<file path="src/rtl/lsu_ctrl.sv">
// Load/store control unit in front of a word-wide data memory.
// Sub-word stores are read-modify-write; sub-word loads are lane-extracted and extended here.
module lsu_ctrl #(
    parameter int ADDR_W = 10
) (
    input  logic        clk,
    input  logic        rst_n,
    input  logic        req_valid,
    output logic        req_ready,
    input  logic        req_we,
    input  logic [1:0]  req_size,
    input  logic        req_unsigned,
    input  logic [31:0] req_addr,
    input  logic [31:0] req_wdata,
    output logic        rsp_valid,
    output logic [31:0] rsp_rdata,
    output logic        rsp_err,
    output logic [4:0]  mem_memi,
    output logic [31:0] mem_addr,
    output logic [31:0] mem_data,
    output logic        mem_wren,
    input  logic [31:0] mem_rdata
);

    typedef enum logic [1:0] {IDLE, READ, WRITE, RESP} state_t;

    state_t      state_reg;
    logic        we_reg;
    logic [1:0]  size_reg;
    logic        uns_reg;
    logic [31:0] addr_reg;
    logic [31:0] wdata_reg;
    logic [31:0] rdata_reg;
    logic        err_reg;

    logic        req_err;
    logic [7:0]  lane [4];
    logic [3:0]  lane_sel;
    logic [31:0] merged;
    logic [7:0]  byte_val;
    logic [15:0] half_val;
    logic [31:0] load_data;

    always_comb begin
        req_err = (req_size == 2'd3)
               || (req_size == 2'd1 && req_addr[0])
               || (req_size == 2'd2 && req_addr[1:0] != 2'd0)
               || (|req_addr[31:ADDR_W]);
    end

    // Per-byte lane view of the read word; selected lanes take store data, the rest keep memory data.
    for (genvar gi = 0; gi < 4; gi++) begin : g_lane
        assign lane[gi]     = mem_rdata[8*gi +: 8];
        assign lane_sel[gi] = (size_reg == 2'd0) ? (addr_reg[1:0] == 2'(gi))
                                                 : (addr_reg[1] == 1'(gi / 2));
        assign merged[8*gi +: 8] = !lane_sel[gi]     ? lane[gi] :
                                   (size_reg == 2'd0) ? wdata_reg[7:0]
                                                      : wdata_reg[8*(gi % 2) +: 8];
    end

    assign byte_val = lane[addr_reg[1:0]];
    assign half_val = addr_reg[1] ? mem_rdata[31:16] : mem_rdata[15:0];

    always_comb begin
        case (size_reg)
            2'd0:    load_data = {{24{!uns_reg && byte_val[7]}}, byte_val};
            2'd1:    load_data = {{16{!uns_reg && half_val[15]}}, half_val};
            default: load_data = mem_rdata;
        endcase
    end

    always_ff @(posedge clk) begin
        if (!rst_n) begin
            state_reg <= IDLE;
            we_reg    <= 1'b0;
            size_reg  <= 2'd0;
            uns_reg   <= 1'b0;
            addr_reg  <= 32'd0;
            wdata_reg <= 32'd0;
            rdata_reg <= 32'd0;
            err_reg   <= 1'b0;
        end else begin
            case (state_reg)
                IDLE: begin
                    if (req_valid) begin
                        we_reg    <= req_we;
                        size_reg  <= req_size;
                        uns_reg   <= req_unsigned;
                        addr_reg  <= req_addr;
                        wdata_reg <= req_wdata;
                        rdata_reg <= 32'd0;
                        err_reg   <= req_err;
                        if (req_err)
                            state_reg <= RESP;
                        else if (!req_we || req_size != 2'd2)
                            state_reg <= READ;
                        else
                            state_reg <= WRITE;
                    end
                end
                READ: begin
                    // Sub-word stores reuse the store-data register to hold the merged word.
                    if (we_reg) begin
                        wdata_reg <= merged;
                        state_reg <= WRITE;
                    end else begin
                        rdata_reg <= load_data;
                        state_reg <= RESP;
                    end
                end
                WRITE:   state_reg <= RESP;
                RESP:    state_reg <= IDLE;
                default: state_reg <= IDLE;
            endcase
        end
    end

    assign req_ready = (state_reg == IDLE);
    assign rsp_valid = (state_reg == RESP);
    assign rsp_rdata = rdata_reg;
    assign rsp_err   = err_reg;
    assign mem_addr  = {addr_reg[31:2], 2'b00};
    assign mem_memi  = (state_reg == READ)  ? 5'b11001 :
                       (state_reg == WRITE) ? 5'b11010 : 5'b00000;
    assign mem_wren  = (state_reg == WRITE) && rst_n;
    assign mem_data  = (state_reg == WRITE) ? wdata_reg : 32'd0;

endmodule

</file>
<file path="config.mk">
export PLATFORM = sky130hd
export DESIGN_NAME = lsu_ctrl
export DESIGN_NICKNAME = d
export VERILOG_FILES = /design/src/rtl/lsu_ctrl.sv
export SDC_FILE = /design/constraint.sdc
export NUM_CORES = 1
export LEC_CHECK = 0
export ABC_AREA = 1
export BUFFER_PORTS_ARGS = -buffer_cell sky130_fd_sc_hd__buf_2
export CAP_MARGIN = 10
export CORE_AREA = 10 10 148 150
export CTS_BUF_LIST = sky130_fd_sc_hd__clkbuf_4
export DETAILED_ROUTE_END_ITERATION = 6
export DIE_AREA = 0 0 158 160
export SYNTH_ARGS = -nofsm -noshare
export SYNTH_HDL_FRONTEND = slang
export SYNTH_SLANG_ARGS = --single-unit
export TNS_END_PERCENT = 1
</file>
<file path="constraint.sdc">
create_clock -name clk -period 3.8 [get_ports clk]
set_input_delay 0.19 -clock clk [delete_from_list [all_inputs] [get_ports clk]]
set_output_delay 0.19 -clock clk [all_outputs]
set_load 0.03 [all_outputs]
</file>
==> reports/qor.txt, run 1 <==
CTS tree = built
R2R Path End = wdata_reg[2]$_SDFFE_PN0P_
setup ws final = 0.979 ns
RSZ-0062 raised after global routing = no
clk_skew = 0.0195 ns
Max VDD drop = 0.232 mV
outcome = complete, no violations
Initial DRC Count = 480
PortBufs = 204
mean post-synth cell area = 6.64 um2
crit path DAT = 3.22 ns
Worst Path Required = 4.20 ns
final hold violations = 0
Post-Place Cells = 1206
synth unique cells = 33
worst reg-to-reg path cell count = 10
setup tns final = 0 ns
Mapped Area = 5590 um2
Max Buffers Root-to-Sink = 2
Placer Congestion = 0.922
I/O Pins = 208
Hold Path End = size_reg[1]$_SDFFE_PN0P_
core footprint = 19100 um2
CP endpoint kind = flop
Crit Path Class = flop to flop
Clock Latency Late Sink = 0.49 ns
root buffer cell = clkbuf_4
Synth Register Bits = 103
Post-DRT Antenna Nets = 0
Nets = 1145
largest net degree at the start of global routing = 72
initial antenna violation count = 4
drt pass-1 iters = 7
first-pass GRT wire length = 32700 um
total power draw = 4.40 mW
Pwr Density = 608 nW/um2
synth warn = 0
CP max FO = 43
Initial Util = 29.3%
Slew Limit Fails = 0
Mapped Cells = 841
DPL Wire Length = 16400 um
RR Startpoint = state_reg[1]$_SDFFE_PN0P_
Die Y = 160 um
Final min period = 2.82 ns
Vias = 6091
number of global-route vias before repair = 5727
startpoint types = flop
worst hold start = req_size[1]
TritonCTS buffer count = 9
gr usage total = 16.4%
proportion of layout cells with a drive suffix above 1 = 26.6%
Max Cap Viol = 0
register area share after synthesis = 36.9%
Die X = 158 um
Reg clk slew, reported paths = 0.17 ns
drt total wl = 21700 um
fin crit share = 74.2%
Worst-Margin Slew = 1.17 ns
Rel. slew slack = 22.1%
count of clock tree sinks = 103
WL/cell = 16.9 um
Leak Pwr = 3.61 nW
reg2reg setup slack = 0.98 ns
Final setup viols = 0
DRC viols = 0
Max Clock Freq = 355 MHz
Hold/Removal Path Class = input port to flop
row cnt = 51
final cell count without fillers = 1286
post-CTS sizing = 0
Die ar. = 25300 um2
pre-CTS WS = 1.03 ns
hold depth = 3
area grow syn2layout = 29.4%
DR vias/cell = 4.74
gr ovfl total = 0
H-tree levels = 3
[power by group]
group          leakage (nW)  internal (mW)  switching [mW]
registers             0.846           1.35           0.168
clock network        0.0773          0.208           0.412
logic                  2.68          0.643            1.62
total                  3.61           2.20            2.20
[cells by family (layout without fill, tap and decap cells)]
| family | count (synthesis) | in the layout | share of synthesized area (%) |
|---|---|---|---|
| AOI/OAI and AO/OA | 249 | 249 | 24.0 |
| adders and majority gates | 4 | 4 | 0.896 |
| buffers and inverters | 164 | 364 | 14.0 |
| DFF | 103 | 103 | 36.9 |
| other | 1 | 8 | 0.0671 |
| and+or+nand+nor | 320 | 320 | 24.1 |
[timing repair]
| action | CTS | global route |
|---|---|---|
| hold buffers | 59 | 0 |
| setup endpoints to repair | 0 | 0 |
| setup buffers | 0 | 0 |
| hold endpoints to repair | 59 | 0 |
[layer usage]
layer  global-route usage, %  routed length [um]
met2                    26.6               10200
met3                    4.70                1690
met1                    20.2                9230
met4                    6.19                 590
met5                       0                   0
[cells in the final DEF, fill, tap and decap left out, drive strengths merged]
cell type and n:
a21oi 124, a31oi 1, and2 1, buf 211, bufinv 1, clkbuf 9, clkinv 3, clkinvlp 1
conb 3, dfxtp 103, diode 5, dlygate4sd3 59, ha 4, inv 80, nand2 190, nand3 18
nand4 1, nor2 99, nor3 2, o211ai 20, o21ai 101, o221ai 2, o22ai 1, or2 9
[worst max path at each step]
stage               slack (ns)                 startpoint                        end
finish                    0.98  state_reg[1]$_SDFFE_PN0P_  wdata_reg[2]$_SDFFE_PN0P_
global route              0.69  state_reg[1]$_SDFFE_PN0P_  wdata_reg[0]$_SDFFE_PN0P_
CTS                       0.97  state_reg[1]$_SDFFE_PN0P_  wdata_reg[2]$_SDFFE_PN0P_
detailed placement        1.03  state_reg[1]$_SDFFE_PN0P_  wdata_reg[2]$_SDFFE_PN0P_
global placement          1.12  state_reg[1]$_SDFFE_PN0P_  wdata_reg[7]$_SDFFE_PN0P_
floorplan                 1.90  state_reg[1]$_SDFFE_PN0P_  wdata_reg[6]$_SDFFE_PN0P_
[per-stage QoR]
stage	instance area, um2	hold WS [ns]	utilization [%]
after floorplan	5600	0.338	-
after global placement	6480	0.440	34.0
after detailed placement	6480	0.447	34.0
after CTS	7220	0.00436	37.8
after global routing	7230	0.0528	37.9
final	7230	0.0272	37.9
[cell usage after synthesis]
cell type,instances,area [um2]
o22ai_1,1,6.26
nor2_4,3,33.8
ha_1,4,50.1
buf_2,17,85.1
o211ai_1,20,150
o21ai_1,2,10.0
nand2_2,16,100
or2_1,2,12.5
o21ai_0,99,495
o221ai_1,2,17.5
nor3_1,2,10.0
inv_2,6,22.5
nor2_2,4,25.0
inv_1,70,263
nand3_4,1,17.5
nand4_1,1,6.26
buf_1,4,15.0
a31oi_1,1,6.26
dfxtp_1,103,2060
nor2_1,92,345
conb_1,1,3.75
nand2_1,173,649
and2_1,1,6.26
a21oi_2,10,87.6
nand2_4,1,11.3
clkbuf_1,29,109
buf_8,1,15.0
buf_4,35,263
or2_2,7,43.8
inv_4,1,6.26
nand3_1,17,85.1
a21oi_1,114,571
clkinv_1,1,3.75
[worst max-delay path, stage by stage, from the launching register on]
cell and delay, ns:
dfxtp_1 0.37, inv_1 0.09, ha_1 0.14, buf_4 0.28, inv_4 0.24, o21ai_1 0.28
nand2_2 0.33, inv_2 0.43, nand2_2 0.27, o21ai_0 0.23, a21oi_1 0.06
[layout make-up]
cell class	instances	area [um2]
clock buffer	9	67.6
timing repair buffer	270	1660
fill	2070	11800
clock inverter	7	77.6
sequential	103	2060
tap	238	298
inverter	78	295
multi-input combinational	576	2760
antenna	5	12.5
Power figures use the tool's default switching activity.
==> run 2, diff against run 1 <==
==> constraint.sdc (replaced) <==
create_clock -name clk -period 2.9 [get_ports clk]
set_input_delay 0.145 -clock clk [delete_from_list [all_inputs] [get_ports clk]]
set_output_delay 0.145 -clock clk [all_outputs]
set_load 0.03 [all_outputs]
==> reports/qor.txt, run 2 (synthesis gave the netlist of run 1 again) <==
outcome = complete, no violations
Leak Pwr = 3.64 nW
Initial DRC Count = 471
FF+latch area = 2060 um2
Nets = 1153
root buffer cell = clkbuf_4
H-tree levels = 3
Reg clk slew, reported paths = 0.17 ns
Die X = 158 um
TritonCTS buffer count = 9
I/O Pins = 208
Max Clock Freq = 400 MHz
Post-CTS Hold Buffers = 63
RSZ-0062 raised after global routing = no
Worst-Margin Slew = 1.18 ns
core footprint = 19100 um2
area grow syn2layout = 30.4%
DPL Wire Length = 16500 um
Initial Util = 29.3%
fin crit share = 86.3%
reg2reg setup slack = 0.40 ns
Final setup viols = 0
fill count = 2066
final core occ = 38.2%
Max VDD drop = 0.361 mV
first-pass GRT wire length = 33000 um
largest net degree at the start of global routing = 58
Slew Limit Fails = 0
drt pass-1 iters = 5
Max Cap Viol = 0
Die Y = 160 um
Clock Latency Late Sink = 0.49 ns
Vias = 6074
commonest non-fill, non-tap cell in the layout = buf_2
CP endpoint kind = flop
CTS tree = built
Post-DRT Antenna Nets = 0
proportion of layout cells with a drive suffix above 1 = 26.5%
DR vias/cell = 4.71
WL/cell = 16.8 um
Worst Path Required = 3.35 ns
Placer Congestion = 0.887
Final min period = 2.50 ns
setup tns final = 0 ns
crit path DAT = 2.95 ns
DRC viols = 0
PortBufs = 204
Max Buffers Root-to-Sink = 2
count of clock tree sinks = 103
startpoint types = flop
R2R Path End = wdata_reg[12]$_SDFFE_PN0P_
Hold/Removal Path Class = input port to flop
gr ovfl total = 0
row cnt = 51
hold depth = 5
Crit Path Class = flop to flop
Hold Path End = wdata_reg[3]$_SDFFE_PN0P_
final hold violations = 0
Rel. slew slack = 21.1%
Post-CTS Setup Repair Bufs = 0
gr usage total = 16.5%
Pwr Density = 793 nW/um2
post-CTS sizing = 0
commonest cells after routing, fill and taps aside = buf_2 (204), nand2_1 (173), a21oi_1 (114)
worst hold start = req_wdata[3]
CP max FO = 25
number of global-route vias before repair = 5826
RR Startpoint = state_reg[0]$_SDFFE_PN0P_
clk_skew = 0.0145 ns
worst reg-to-reg path cell count = 9
Multi-input gate area = 2760 um2
Die ar. = 25300 um2
drt total wl = 21700 um
initial antenna violation count = 1
==> run 2: changes by cell type in the layout (fill, tap and decap cells not counted) <==
| cell | before | now |
|---|---|---|
| diode_2 | 5 | 1 |
| clkinv_2 | 1 | 0 |
| dlygate4sd3_1 | 59 | 63 |
| buf_4 | 7 | 11 |
| inv_6 | 3 | 2 |
| clkinv_1 | 1 | 3 |
==> run 2: metrics by stage <==
| step | std cells | total power, mW | setup WS [ns] | hold slack [ns] | instance area [um2] |
|---|---|---|---|---|---|
| after CTS | 1289 | 5.81 | 0.417 | 0.00519 | 7280 |
| final | 1290 | 5.78 | 0.398 | 0.0339 | 7290 |
| after global routing | 1290 | 6.20 | 0.165 | 0.0266 | 7290 |
| after global placement | 1210 | 4.92 | 0.692 | 0.394 | 6510 |
| after detailed placement | 1210 | 4.94 | 0.612 | 0.402 | 6510 |
| after floorplan | 843 | 4.25 | 1.00 | 0.293 | 5600 |
==> run 2: how the worst max path moves through the flow <==
stage,startpoint,endpoint,slack (ns),cells after the start
finish,state_reg[0]$_SDFFE_PN0P_,wdata_reg[12]$_SDFFE_PN0P_,0.40,9
global placement,state_reg[0]$_SDFFE_PN0P_,rsp_err$_SDFFE_PN0P_,0.69,6
global route,state_reg[0]$_SDFFE_PN0P_,wdata_reg[9]$_SDFFE_PN0P_,0.16,9
detailed placement,state_reg[0]$_SDFFE_PN0P_,rsp_err$_SDFFE_PN0P_,0.61,6
floorplan,state_reg[1]$_SDFFE_PN0P_,wdata_reg[6]$_SDFFE_PN0P_,1.00,11
CTS,state_reg[0]$_SDFFE_PN0P_,wdata_reg[9]$_SDFFE_PN0P_,0.42,9
==> run 2: layout make-up <==
class,count,area share (%)
Multi-Input combinational cell,576,37.8
Sequential cell,103,28.3
Timing Repair Buffer,278,23.8
Tap cell,238,4.09
Inverter,78,4.05
Clock inverter,7,0.979
Clock buffer,9,0.927
Antenna cell,1,0.0343
==> run 2: critical path, stage by stage (launching register included) <==
cell and delay (ns):
dfxtp_1 0.37, inv_1 0.09, ha_1 0.27, nand2_1 0.23, o21ai_1 0.23, nand2_2 0.09
inv_2 0.32, o21ai_0 0.14, a21oi_1 0.17, dlygate4sd3_1 0.56
==> run 2: where the power goes <==
group	leakage, nW	total, mW	switching [mW]	internal (mW)
clock	0.0720	0.777	0.512	0.265
combinational	2.72	3.01	2.13	0.883
sequential	0.846	1.99	0.218	1.77
total	3.64	5.78	2.86	2.92
==> run 2: routing by layer <==
| layer | vias up | track usage (%) | wire length (um) |
|---|---|---|---|
| li1 | 3089 | - | - |
| met1 | 2748 | 20.2 | 8990 |
| met2 | 205 | 27.0 | 10400 |
| met3 | 32 | 4.43 | 1780 |
| met4 | 0 | 5.86 | 564 |
| met5 | - | 0 | 0 |
